**src/rtl/delay_align_pkg.sv**
```systemverilog
// Shared types and helpers for the two-stream skew aligner.
package delay_align_pkg;

    typedef enum logic [1:0] {
        ST_IDLE = 2'd0,
        ST_ARM  = 2'd1,
        ST_MEAS = 2'd2,
        ST_LOCK = 2'd3
    } state_t;

    // Ceiling log2, used to check the pointer width against the buffer depth.
    function automatic int unsigned clog2_u(input int unsigned v);
        int unsigned r;
        r = 0;
        while ((32'd1 << r) < v) r = r + 1;
        return r;
    endfunction

endpackage

```
**src/rtl/delay_ram.sv**
```systemverilog
// MAXD x SW simple dual-port buffer: synchronous write, asynchronous read.
module delay_ram #(
    parameter int unsigned SW   = 8,
    parameter int unsigned MAXD = 64,
    parameter int unsigned AW   = 6
) (
    input  logic          clk,
    input  logic          we,
    input  logic [AW-1:0] wa,
    input  logic [SW-1:0] wd,
    input  logic [AW-1:0] ra,
    output logic [SW-1:0] rd_c
);

    logic [SW-1:0] mem [0:MAXD-1];

    always_ff @(posedge clk) begin
        if (we) mem[wa] <= wd;
    end

    assign rd_c = mem[ra];

endmodule

```
**src/rtl/delay_align.sv**
```systemverilog
// Measures marker skew between an early stream A and a late stream B, then
// delays A through a circular buffer so both leave cycle-aligned.
module delay_align
    import delay_align_pkg::*;
#(
    parameter int unsigned SW   = 8,
    parameter int unsigned MAXD = 64,
    parameter int unsigned AW   = 6
) (
    input  logic          Ck,
    input  logic          Rstn,
    input  logic          CE,
    input  logic [SW-1:0] DIA,
    input  logic          MKA,
    input  logic [SW-1:0] DIB,
    input  logic          MKB,
    input  logic          Start,
    output logic [SW-1:0] DOA,
    output logic [SW-1:0] DOB,
    output logic [AW-1:0] Dly,
    output logic          Lock,
    output logic          Err
);

    localparam int unsigned CNT_MAX = MAXD - 1;

    if ((clog2_u(MAXD) != AW) || ((32'd1 << AW) != MAXD)) begin : g_bad_aw
        $error("delay_align: MAXD must be a power of 2 equal to 2**AW");
    end

    state_t        state_q;
    logic [AW-1:0] wp;
    logic [AW-1:0] cnt;
    logic [AW-1:0] rd_addr_c;
    logic [SW-1:0] rd_data_c;

    // Read happens before the write at wp lands, so this is DIA from Dly CE cycles ago.
    assign rd_addr_c = wp - Dly;

    delay_ram #(
        .SW   (SW),
        .MAXD (MAXD),
        .AW   (AW)
    ) u_ram (
        .clk  (Ck),
        .we   (CE),
        .wa   (wp),
        .wd   (DIA),
        .ra   (rd_addr_c),
        .rd_c (rd_data_c)
    );

    always_ff @(posedge Ck or negedge Rstn) begin
        if (!Rstn) begin
            state_q <= ST_IDLE;
            wp      <= '0;
            cnt     <= '0;
            Dly     <= '0;
            Lock    <= 1'b0;
            Err     <= 1'b0;
            DOA     <= '0;
            DOB     <= '0;
        end else if (CE) begin
            wp  <= wp + AW'(1);
            DOB <= DIB;
            DOA <= (Dly == '0) ? DIA : rd_data_c;

            // Start outranks markers; Dly only moves on entry to LOCK.
            unique case (state_q)
                ST_IDLE: begin
                    if (Start) begin
                        state_q <= ST_ARM;
                        cnt     <= '0;
                        Err     <= 1'b0;
                    end
                end
                ST_ARM: begin
                    if (Start) begin
                        cnt <= '0;
                        Err <= 1'b0;
                    end else if (MKA && MKB) begin
                        Dly     <= '0;
                        Lock    <= 1'b1;
                        state_q <= ST_LOCK;
                    end else if (MKA) begin
                        cnt     <= AW'(1);
                        state_q <= ST_MEAS;
                    end
                end
                ST_MEAS: begin
                    if (Start) begin
                        cnt     <= '0;
                        Err     <= 1'b0;
                        state_q <= ST_ARM;
                    end else if (MKB) begin
                        Dly     <= cnt;
                        Lock    <= 1'b1;
                        state_q <= ST_LOCK;
                    end else if (cnt == AW'(CNT_MAX)) begin
                        Err     <= 1'b1;
                        state_q <= ST_IDLE;
                    end else begin
                        cnt <= cnt + AW'(1);
                    end
                end
                ST_LOCK: begin
                    if (Start) begin
                        cnt     <= '0;
                        Err     <= 1'b0;
                        Lock    <= 1'b0;
                        state_q <= ST_ARM;
                    end
                end
                default: state_q <= ST_IDLE;
            endcase
        end
    end

endmodule
```
**config.mk**
```make
export PLATFORM = sky130hd
export DESIGN_NAME = delay_align
export DESIGN_NICKNAME = d
export VERILOG_FILES = /design/src/rtl/delay_align_pkg.sv /design/src/rtl/delay_ram.sv /design/src/rtl/delay_align.sv
export SDC_FILE = /design/constraint.sdc
export NUM_CORES = 1
export LEC_CHECK = 0
export ABC_CLOCK_PERIOD_IN_PS = 3900
export CAP_MARGIN = 30
export CORE_MARGIN = 3
export CORE_UTILIZATION = 54
export DETAILED_ROUTE_END_ITERATION = 8
export GPL_ROUTABILITY_DRIVEN = 0
export PLACE_DENSITY = 0.71
export SLEW_MARGIN = 0
export SYNTH_ARGS = -nofsm -noshare
export SYNTH_HDL_FRONTEND = slang
export SYNTH_SLANG_ARGS = --single-unit
```
**constraint.sdc**
```tcl
create_clock -name Ck -period 3.9 [get_ports Ck]
set_input_delay 0.78 -clock Ck [delete_from_list [all_inputs] [get_ports Ck]]
set_output_delay 0.78 -clock Ck [all_outputs]
set_load 0.01 [all_outputs]
```
Word-level counts from Yosys, hierarchy flattened
Memories as Yosys holds them, arrays and structs flattened. A register that Yosys moved wholly into a read port is not among the register bits.
Cells that the tools add are included.
Widths: inputs -> output; s select.

word-level totals
  flip-flop bits (word level) = 30
  word-level logic and storage cells = 74
  memories = 1
  memory bits (writable) = 512

memories
  memory     depth  bits a word  rd ports  clocked after Yosys merged registers in  write ports  line             RTL
  u_ram.mem  64     8            1         1                                        1            delay_ram.sv:15  logic [SW-1:0] mem [0:MAXD-1];

cells by class
  equality and inequality tests = 18
  reductions and logical operators = 12
  muxes and demuxes = 33
  $add $sub $neg = 3

operators with widths
  cell                 number
  $mux 6               11
  $ne 3x3->1 const B   6
  $pmux 6 s3           1
  $mux 2               7
  $add 6x1->6 const B  2
  $pmux 6 s2           1
  $reduce_and 6->1     2
  $mux 1               10
  $ne 2x2->1 const B   5
  $reduce_and 7->1     1
  $eq 6x6->1 const B   1
  $pmux 2 s3           1
  $sub 6x6->6          1
  $reduce_and 5->1     1
  $eq 2x2->1 const B   2
  $ne 2x1->1 const B   2
  $ne 4x4->1 const B   1
  $reduce_and 4->1     1
  $pmux 1 s3           1
  $reduce_bool 3->1    1
  $reduce_or 3->1      1
  $eq 2x1->1 const B   1
  $logic_not 2->1      1
  $pmux 1 s2           1
  4 further kinds      4

Logic depth before layout (Yosys ltp)
Gate-level depths: netlist of run 1.

  depth after elaboration = 5
  depth in mapped cells = 12
  depth with buffers taken out = 10

By module
Synthesis of run 1 repeated with hierarchy kept, for this count alone.

unflattened totals
  cells, all modules = 1135
  area total of the unflattened synthesis = 22195.0 um2

modules (own cells, without submodules)
  module       instances  area an instance (um2)  seq. area each (um2)  cells each
  delay_ram    1          20006.7                 15374.7               932
  delay_align  1          2188.3                  950.9                 203

Worst setup path after synthesis of run 1
No wires, ideal clock.

  kind = flip-flop to flip-flop
  start point = reg wp[0]
  end point = reg DOA[2] (read register of u_ram.mem)
  library setup time = 126 ps
  arrival time = 3058 ps
  stages on the path, launching flop included = 13
  slack = 716 ps
  required time = 3774 ps
  path buffers = 3
  cells stage by stage = dfrtp_1 -> clkbuf_1 -> inv_1 -> ha_1 -> fa_1 -> clkbuf_1 -> clkbuf_1 -> mux4_2 -> mux2i_1 -> mux2i_1 -> mux2i_1 -> mux2i_1 -> a221o_1

between the ends
  word-level cells in the longest chain between the ends = 1

ends and longest elaborated chain
  item                    line               RTL
  start, declared         delay_align.sv:32  logic [AW-1:0] wp;
  start signal, assigned  delay_align.sv:64  wp <= wp + AW'(1);
  $sub 6x6->6             delay_align.sv:38  assign rd_addr_c = wp - Dly;
  end, declared           delay_align.sv:18  output logic [SW-1:0] DOA,

Every way passes these cells.
A chain may end at the register's enable or synchronous reset.

Final worst setup path of run 1
  start point = reg wp[1]
  end point = reg DOA[1] (read register of u_ram.mem)

The elaborated chain is that of the path after synthesis.

==> metrics.md, run 1 <==
| Metric | Value |
|---|---|
| Worst min path class | `primary input to asynchronous set/reset pin` |
| Layout overhead on the synthesized area | `14.23%` |
| IO Count | `46` |
| Post-synthesis mux area share | `0.1887` |
| Compound-Gate Fraction of Synth Area | `0.01694` |
| Simple-Gate Fraction of Synth Area | `0.03225` |
| FF+latch count, synth | `550` |
| Clock transition at the registers of the reported paths | `0.06 ns` |
| Part of the cycle the worst path needs | `0.9549` |
| Share of the synthesized area in the top cell type | `0.6916` |
| Fin Setup TNS | `0 ns` |
| Post-synth EDFFs | `around 510` |
| Initial Util | `0.5532` |
| Largest net degree at the start of global routing | `44` |
| Vias per inst | `between 6 and 7` |
| All-Layer GR Usage | `0.2239` |
| Sink Count | `550` |
| Synth area leader | `edfxtp_1` |
| Num CTS Buffers | `54` |
| Most instantiated cells after synthesis | `edfxtp_1 (512), mux4_2 (128), mux2i_1 (121)` |
| WL final | `roughly 48,000 microns` |
| DRT Pass-1 Iters | `5` |
| DP Wirelength | `just under 30,000 microns` |
| Hold-fix buffers, CTS | `0` |
| RSZ-0062 raised after global routing | `false` |
| Die Area | `around 44,000 sq um` |
| Design Area, Final | `~25,000 sq um` |
| Worst Skew | `around 0.019 ns` |
| Maxcap violations | `0` |
| Ratio of total power to cell area | `slightly above 900 nW/um^2` |
| Async SR Flop Fraction | `0.06909` |
| Nets@finish | `approximately 1,300` |
| DR WL/cell | `26.69 microns` |
| Crit. End Element | `register` |
| Remaining antenna violation count | `0` |
| Slew HR | `0.4165` |
| Critical Path AT | `about 4.2 ns` |
| Sequential area share after synthesis | `0.7344` |
| CTS tree | `yes` |
| DRT iter0 DRCs | `1,094` |
| Synth Instances | `1,111` |
| Post-synth cell types | `52` |
| Port Buf Inserts | `45` |
| Synth Area in Adders | `0.007091` |
| Outcome | `finished clean` |
| Global-route wire length before repair | `roughly 72,000 microns` |
| Syn avg cell area | `between 20 and 25 sq um` |
| Startpoint class of the critical path | `register` |
| Fmax | `~0.27 GHz` |
| Syn nets | `around 1,100` |
| Leading post-synthesis cells by cell area | `edfxtp_1 (69%), mux4_2 (13%), mux2i_1 (5.4%), dfrtp_1 (4.3%), nor2_1 (1.3%)` |
| Main combinational cell family by area after synthesis | `multiplexers` |
| # H-tree levels | `2` |
| Post-synthesis xor/xnor area fraction | `0.005347` |
| Vias in the first global route | `roughly 11,000` |
| CP Data Required Time | `roughly 4.4 ns` |
| Core ar. | `around 40,000 sq um` |
| Leak pwr | `between 8 and 9 nW` |
| Post-cts sizing count | `0` |
| Final Hold Fails | `0` |
| FP Rows | `73` |
| Mapped Area | `22,230 sq um` |
| Root Buffer | `clkbuf_16` |
| Worst ir drop on vdd | `632.0 uV` |
| Antenna violations before repair | `0` |
| Ant. Diodes | `0` |
| Worst-Skew Late Latency | `a little over 0.6 ns` |
| Routed vias | `between 10,000 and 15,000` |
| Tmin final | `between 3 and 4 ns` |
| Cell with the most instances after synthesis | `edfxtp_1` |
| Die Ht | `between 200 and 250 microns` |
| Die W | `roughly 210 microns` |
| Fin. max-slew vios | `0` |
| Synth Warn # | `0` |
| # DRC | `0` |
| Layout cells sized above 1 | `0.2382` |
| Cell Area, Placed | `23,680 sq um` |
| Grt ovf | `0` |
| CP Class | `register to register` |
| Slew @ Worst Pin | `around 0.87 ns` |
| Crit Path Max Fanout | `22` |
| # Post-CTS Setup Buffers | `0` |
| Final Setup Violations | `0` |
| Top_reg_cell synth | `edfxtp_1` |
| CTS max path bufs | `3` |
==> area by class of cell <==
type / count / area [sq um]
tap: 525 / 656.9
sequential: 550 / 16330
clock buffer: 70 / 1411
timing repair buffer: 115 / 1056
inverter: 16 / 60.06
multi-input combinational: 488 / 5604
clock inverter: 29 / 281.5
fill: 2786 / 14790
==> cells by family (layout without fill, tap and decap cells) <==
kind of cell | after synthesis | after routing
AOI/OAI and AO/OA | 56 | 56
DFF | 550 | 550
xor gates and xnor gates | 12 | 12
muxes | 258 | 258
and+or+nand+nor | 150 | 150
adders and majority gates | 12 | 12
buffers and inverters | 73 | 230
==> critical path, cell delays in order, from the launching register on <==
cell and delay, ns:
dfrtp_1 0.49, inv_1 0.14, fa_4 0.97, buf_12 0.23, buf_4 0.29, mux4_2 0.33, mux2i_1 0.31, mux2i_1 0.22
mux2i_1 0.20, mux2i_1 0.11, a221o_1 0.31
==> flip-flops by register name (all words and copies together), names as in the netlist <==
name / cells
Dly: 6
Lock: 1
u_ram.mem: 512
DOB: 8
cnt: 6
state_q: 2
wp: 6
DOA: 8
Err: 1
==> power breakdown <==
| part | total (mW) | internal, mW | switching (mW) |
|---|---|---|---|
| logic | 11.5 | 5.33 | 6.13 |
| registers | 7.06 | 6.78 | 0.275 |
| clock network | 5.00 | 2.83 | 2.17 |
==> final timing paths <==
kind,cells after the start,slack (ns),startpoint,to
min in group Ck,1,0.51,DOB[0]$_DFFE_PN0P_,DOB[0]$_DFFE_PN0P_
worst max register to register,10,0.18,wp[1]$_DFFE_PN0P_,DOA[1]$_DFFE_PN0P_
max in group asynchronous,2,3.55,Rstn,DOA[0]$_DFFE_PN0P_
worst max-delay path,10,0.18,wp[1]$_DFFE_PN0P_,DOA[1]$_DFFE_PN0P_
worst min-delay path,2,0.15,Rstn,Lock$_DFFE_PN0P_
worst min register to register,1,0.51,DOB[0]$_DFFE_PN0P_,DOB[0]$_DFFE_PN0P_
==> cells in the final DEF (no fill, tap or decap), drive strengths merged, types with 2 or more instances in the layout <==
cell           instances
dfrtp                 38
clkdlybuf4s50         36
bufinv                 4
mux4                 128
nand4                  4
mux2                   9
edfxtp               512
or3                    2
xor2                   6
mux2i                121
clkbuf                70
o21ai                 22
a21oi                 11
nand2                 19
nor3                   4
nand3b                 3
nand3                 15
a31oi                  3
o31ai                  2
ha                    11
inv                   18
o21a                   2
clkinv                22
xnor2                  5
nor2b                  3
nor2                  78
buf                   79
a221o                  8
and3                  13
nor4                   5
o21bai                 2
==> routing by layer <==
metal,global-route usage,vias up,routed length [microns]
met5,0,-,0
met4,0.07090,0,1277
met3,0.05269,74,3710
met2,0.3504,387,22980
met1,0.3189,5734,19890
li1,-,4750,-
==> through the flow <==
step           hold WS (ns)    util  setup slack [ns]  power (mW)  cells
2_1_floorplan        0.4796       -            0.7156       15.07   1111
3_3_place_gp         0.4883  0.5878            0.2372       18.57   1690
3_5_place_dp         0.4973  0.5893            0.1419       18.68   1693
4_1_cts              0.3126  0.6314            0.1419       23.72   1792
5_1_grt              0.1444  0.6319          0.003763       24.58   1793
6_report             0.1472  0.6319            0.1759       23.52   1793
No activity file was read; power rests on OpenSTA's default activity.
==> run 2: changes to the inputs <==
--- a/config.mk
+++ b/config.mk
@@ -5,7 +5,7 @@
 export SDC_FILE = /design/constraint.sdc
 export NUM_CORES = 1
 export LEC_CHECK = 0
-export ABC_CLOCK_PERIOD_IN_PS = 3900
+export ABC_CLOCK_PERIOD_IN_PS = 4700
 export CAP_MARGIN = 30
 export CORE_MARGIN = 3
 export CORE_UTILIZATION = 54
==> constraint.sdc (replaced) <==
create_clock -name Ck -period 4.7 [get_ports Ck]
set_input_delay 0.94 -clock Ck [delete_from_list [all_inputs] [get_ports Ck]]
set_output_delay 0.94 -clock Ck [all_outputs]
set_load 0.01 [all_outputs]
==> metrics.md, run 2 (synthesis results as in run 1) <==
| Metric | Value |
|---|---|
| Fin. max-slew vios | `0` |
| CP Class | `register to register` |
| Most common cell after layout, fill and taps aside | `edfxtp_1` |
| # H-tree levels | `2` |
| Port Buf Inserts | `45` |
| M1 WL | `19,910 microns` |
| Vias in the first global route | `around 11,000` |
| Global-route wire length before repair | `just over 70,000 microns` |
| Final design utilization | `0.6266` |
| DRT Pass-1 Iters | `9` |
| Worst R2R End | `DOA[2]$_DFFE_PN0P_` |
| DR WL/cell | `~26 microns` |
| Routed vias | `about 11,000` |
| Worst Skew | `about 0.017 ns` |
| Met3 wire length | `3362 microns` |
| DRT iter0 DRCs | `949` |
| FF+latch area | `between 15,000 and 20,000 sq um` |
| Fmax | `roughly 0.26 GHz` |
| All-Layer GR Usage | `0.2151` |
| Part of the cycle the worst path needs | `0.8091` |
| Final Hold Fails | `0` |
| Largest net degree at the start of global routing | `75` |
| Die Ht | `between 200 and 250 microns` |
| R2r setup slk | `approximately 0.9 ns` |
| Worst ir drop on vdd | `1088 uV` |
| Antenna violations before repair | `0` |
| Post-cts sizing count | `0` |
| Crit. End Element | `register` |
| Worst-Skew Late Latency | `roughly 0.60 ns` |
| Slew @ Worst Pin | `between 1 and 1.5 ns` |
| Largest register FFs | `between 500 and 600` |
| Grt ovf | `0` |
| WL final | `46,220 microns` |
| Startpoint class of the critical path | `register` |
| Multi-input gate area | `roughly 5600 sq um` |
| Num CTS Buffers | `54` |
| CTS max path bufs | `3` |
| # DRC | `0` |
| # Post-CTS Setup Buffers | `0` |
| Root Buffer | `clkbuf_16` |
| Fillers | `approximately 2,800` |
| Slew HR | `0.3065` |
| Sink Count | `550` |
| Top Metal Used | `met4` |
| Tmin final | `about 3.8 ns` |
| CTS tree | `yes` |
| Reg2reg start | `wp[0]$_DFFE_PN0P_` |
| Maxcap violations | `0` |
| Die Area | `around 44,000 sq um` |
| Outcome | `finished clean` |
| FP Rows | `73` |
| CP Data Required Time | `slightly above 5 ns` |
| DP Wirelength | `28,620 microns` |
| Layout cells sized above 1 | `0.2226` |
| Worst reg2reg path depth | `10` |
| Initial Util | `0.5532` |
| Vias per inst | `6.099` |
| RSZ-0062 raised after global routing | `false` |
| Leak pwr | `8.466 nW` |
| Nets@finish | `1,230` |
| Fin Setup TNS | `0 ns` |
| Hold-fix buffers, CTS | `0` |
| Ant. Diodes | `0` |
| Clock transition at the registers of the reported paths | `about 0.06 ns` |
| Final Setup Violations | `0` |
| Largest regs | `u_ram.mem (512), DOA (8), DOB (8)` |
| Critical Path AT | `roughly 4.3 ns` |
| Layout overhead on the synthesized area | `13.28%` |
| Worst min path class | `primary input to asynchronous set/reset pin` |
| Die W | `around 210 microns` |
| Ratio of total power to cell area | `approximately 770 nW/um^2` |
| Crit Path Max Fanout | `74` |
| Largest Register | `u_ram.mem` |
| Metal2 WL | `~22,000 microns` |
| Hold WS | `around 0.48 ns` |
| Commonest cells after routing, fill and taps aside | `edfxtp_1 (512), mux4_2 (128), mux2i_1 (121)` |
| Remaining antenna violation count | `0` |
| IO Count | `46` |
| Core ar. | `40,190 sq um` |
==> run 2: cell type report <==
cell class | instances | share of cell area
Clock buffer | 72 | 0.05798
Clock inverter | 28 | 0.01143
Inverter | 16 | 0.002385
Multi-Input combinational cell | 488 | 0.2225
Sequential cell | 550 | 0.6483
Tap cell | 525 | 0.02608
Timing Repair Buffer | 86 | 0.03130
==> run 2: worst max-delay path: stages, from the launching register on <==
cell and delay (ns):
dfrtp_1 0.52, inv_1 0.13, ha_4 0.19, fa_4 0.88, buf_12 0.39, mux4_2 0.40, mux2i_1 0.28, mux2i_1 0.17
mux2i_1 0.17, mux2i_1 0.11, a221o_1 0.34
==> run 2: report_power, final <==
part / total [mW] / internal [mW] / switching (mW)
logic: 9.18 / 4.28 / 4.90
registers: 5.87 / 5.63 / 0.236
clock network: 4.25 / 2.46 / 1.79
total: 19.3 / 12.4 / 6.93
==> run 2: per-layer routing <==
layer,vias to the layer above,track usage
met5,-,0
met4,0,0.05150
met3,52,0.04609
met2,375,0.3378
met1,5640,0.3162
li1,4698,-
==> run 2: worst max path at each step <==
stage	slack, ns	to	startpoint	cells past startpoint
after global routing	0.76	DOA[2]$_DFFE_PN0P_	wp[0]$_DFFE_PN0P_	9
after global placement	0.93	DOA[7]$_DFFE_PN0P_	wp[0]$_DFFE_PN0P_	10
after CTS	0.89	DOA[2]$_DFFE_PN0P_	wp[0]$_DFFE_PN0P_	10
final	0.90	DOA[2]$_DFFE_PN0P_	wp[0]$_DFFE_PN0P_	10
after floorplan	1.52	DOA[2]$_DFFE_PN0P_	wp[0]$_DFFE_PN0P_	12
after detailed placement	0.92	DOA[2]$_DFFE_PN0P_	wp[0]$_DFFE_PN0P_	10
==> run 2: per-stage QoR <==
step | area (sq um) | setup slack [ns] | std cells | power (mW)
2_1_floorplan | 22230 | 1.516 | 1111 | 12.50
3_3_place_gp | 23400 | 0.9291 | 1662 | 15.14
3_5_place_dp | 23430 | 0.9170 | 1664 | 15.23
4_1_cts | 25180 | 0.8935 | 1764 | 19.48
5_1_grt | 25180 | 0.7618 | 1765 | 20.21
6_report | 25180 | 0.8972 | 1765 | 19.30
==> run 3: changes to the inputs <==
--- a/config.mk
+++ b/config.mk
@@ -5,7 +5,7 @@
 export SDC_FILE = /design/constraint.sdc
 export NUM_CORES = 1
 export LEC_CHECK = 0
-export ABC_CLOCK_PERIOD_IN_PS = 4700
+export ABC_CLOCK_PERIOD_IN_PS = 3900
 export CAP_MARGIN = 30
 export CORE_MARGIN = 3
 export CORE_UTILIZATION = 54
==> constraint.sdc (replaced) <==
create_clock -name Ck -period 3.9 [get_ports Ck]
set_input_delay 0.78 -clock Ck [delete_from_list [all_inputs] [get_ports Ck]]
set_output_delay 0.78 -clock Ck [all_outputs]
set_load 0.01 [all_outputs]
==> results of run 3 <==
No change in the layout: final DEF, timing and power equal those of run 1.
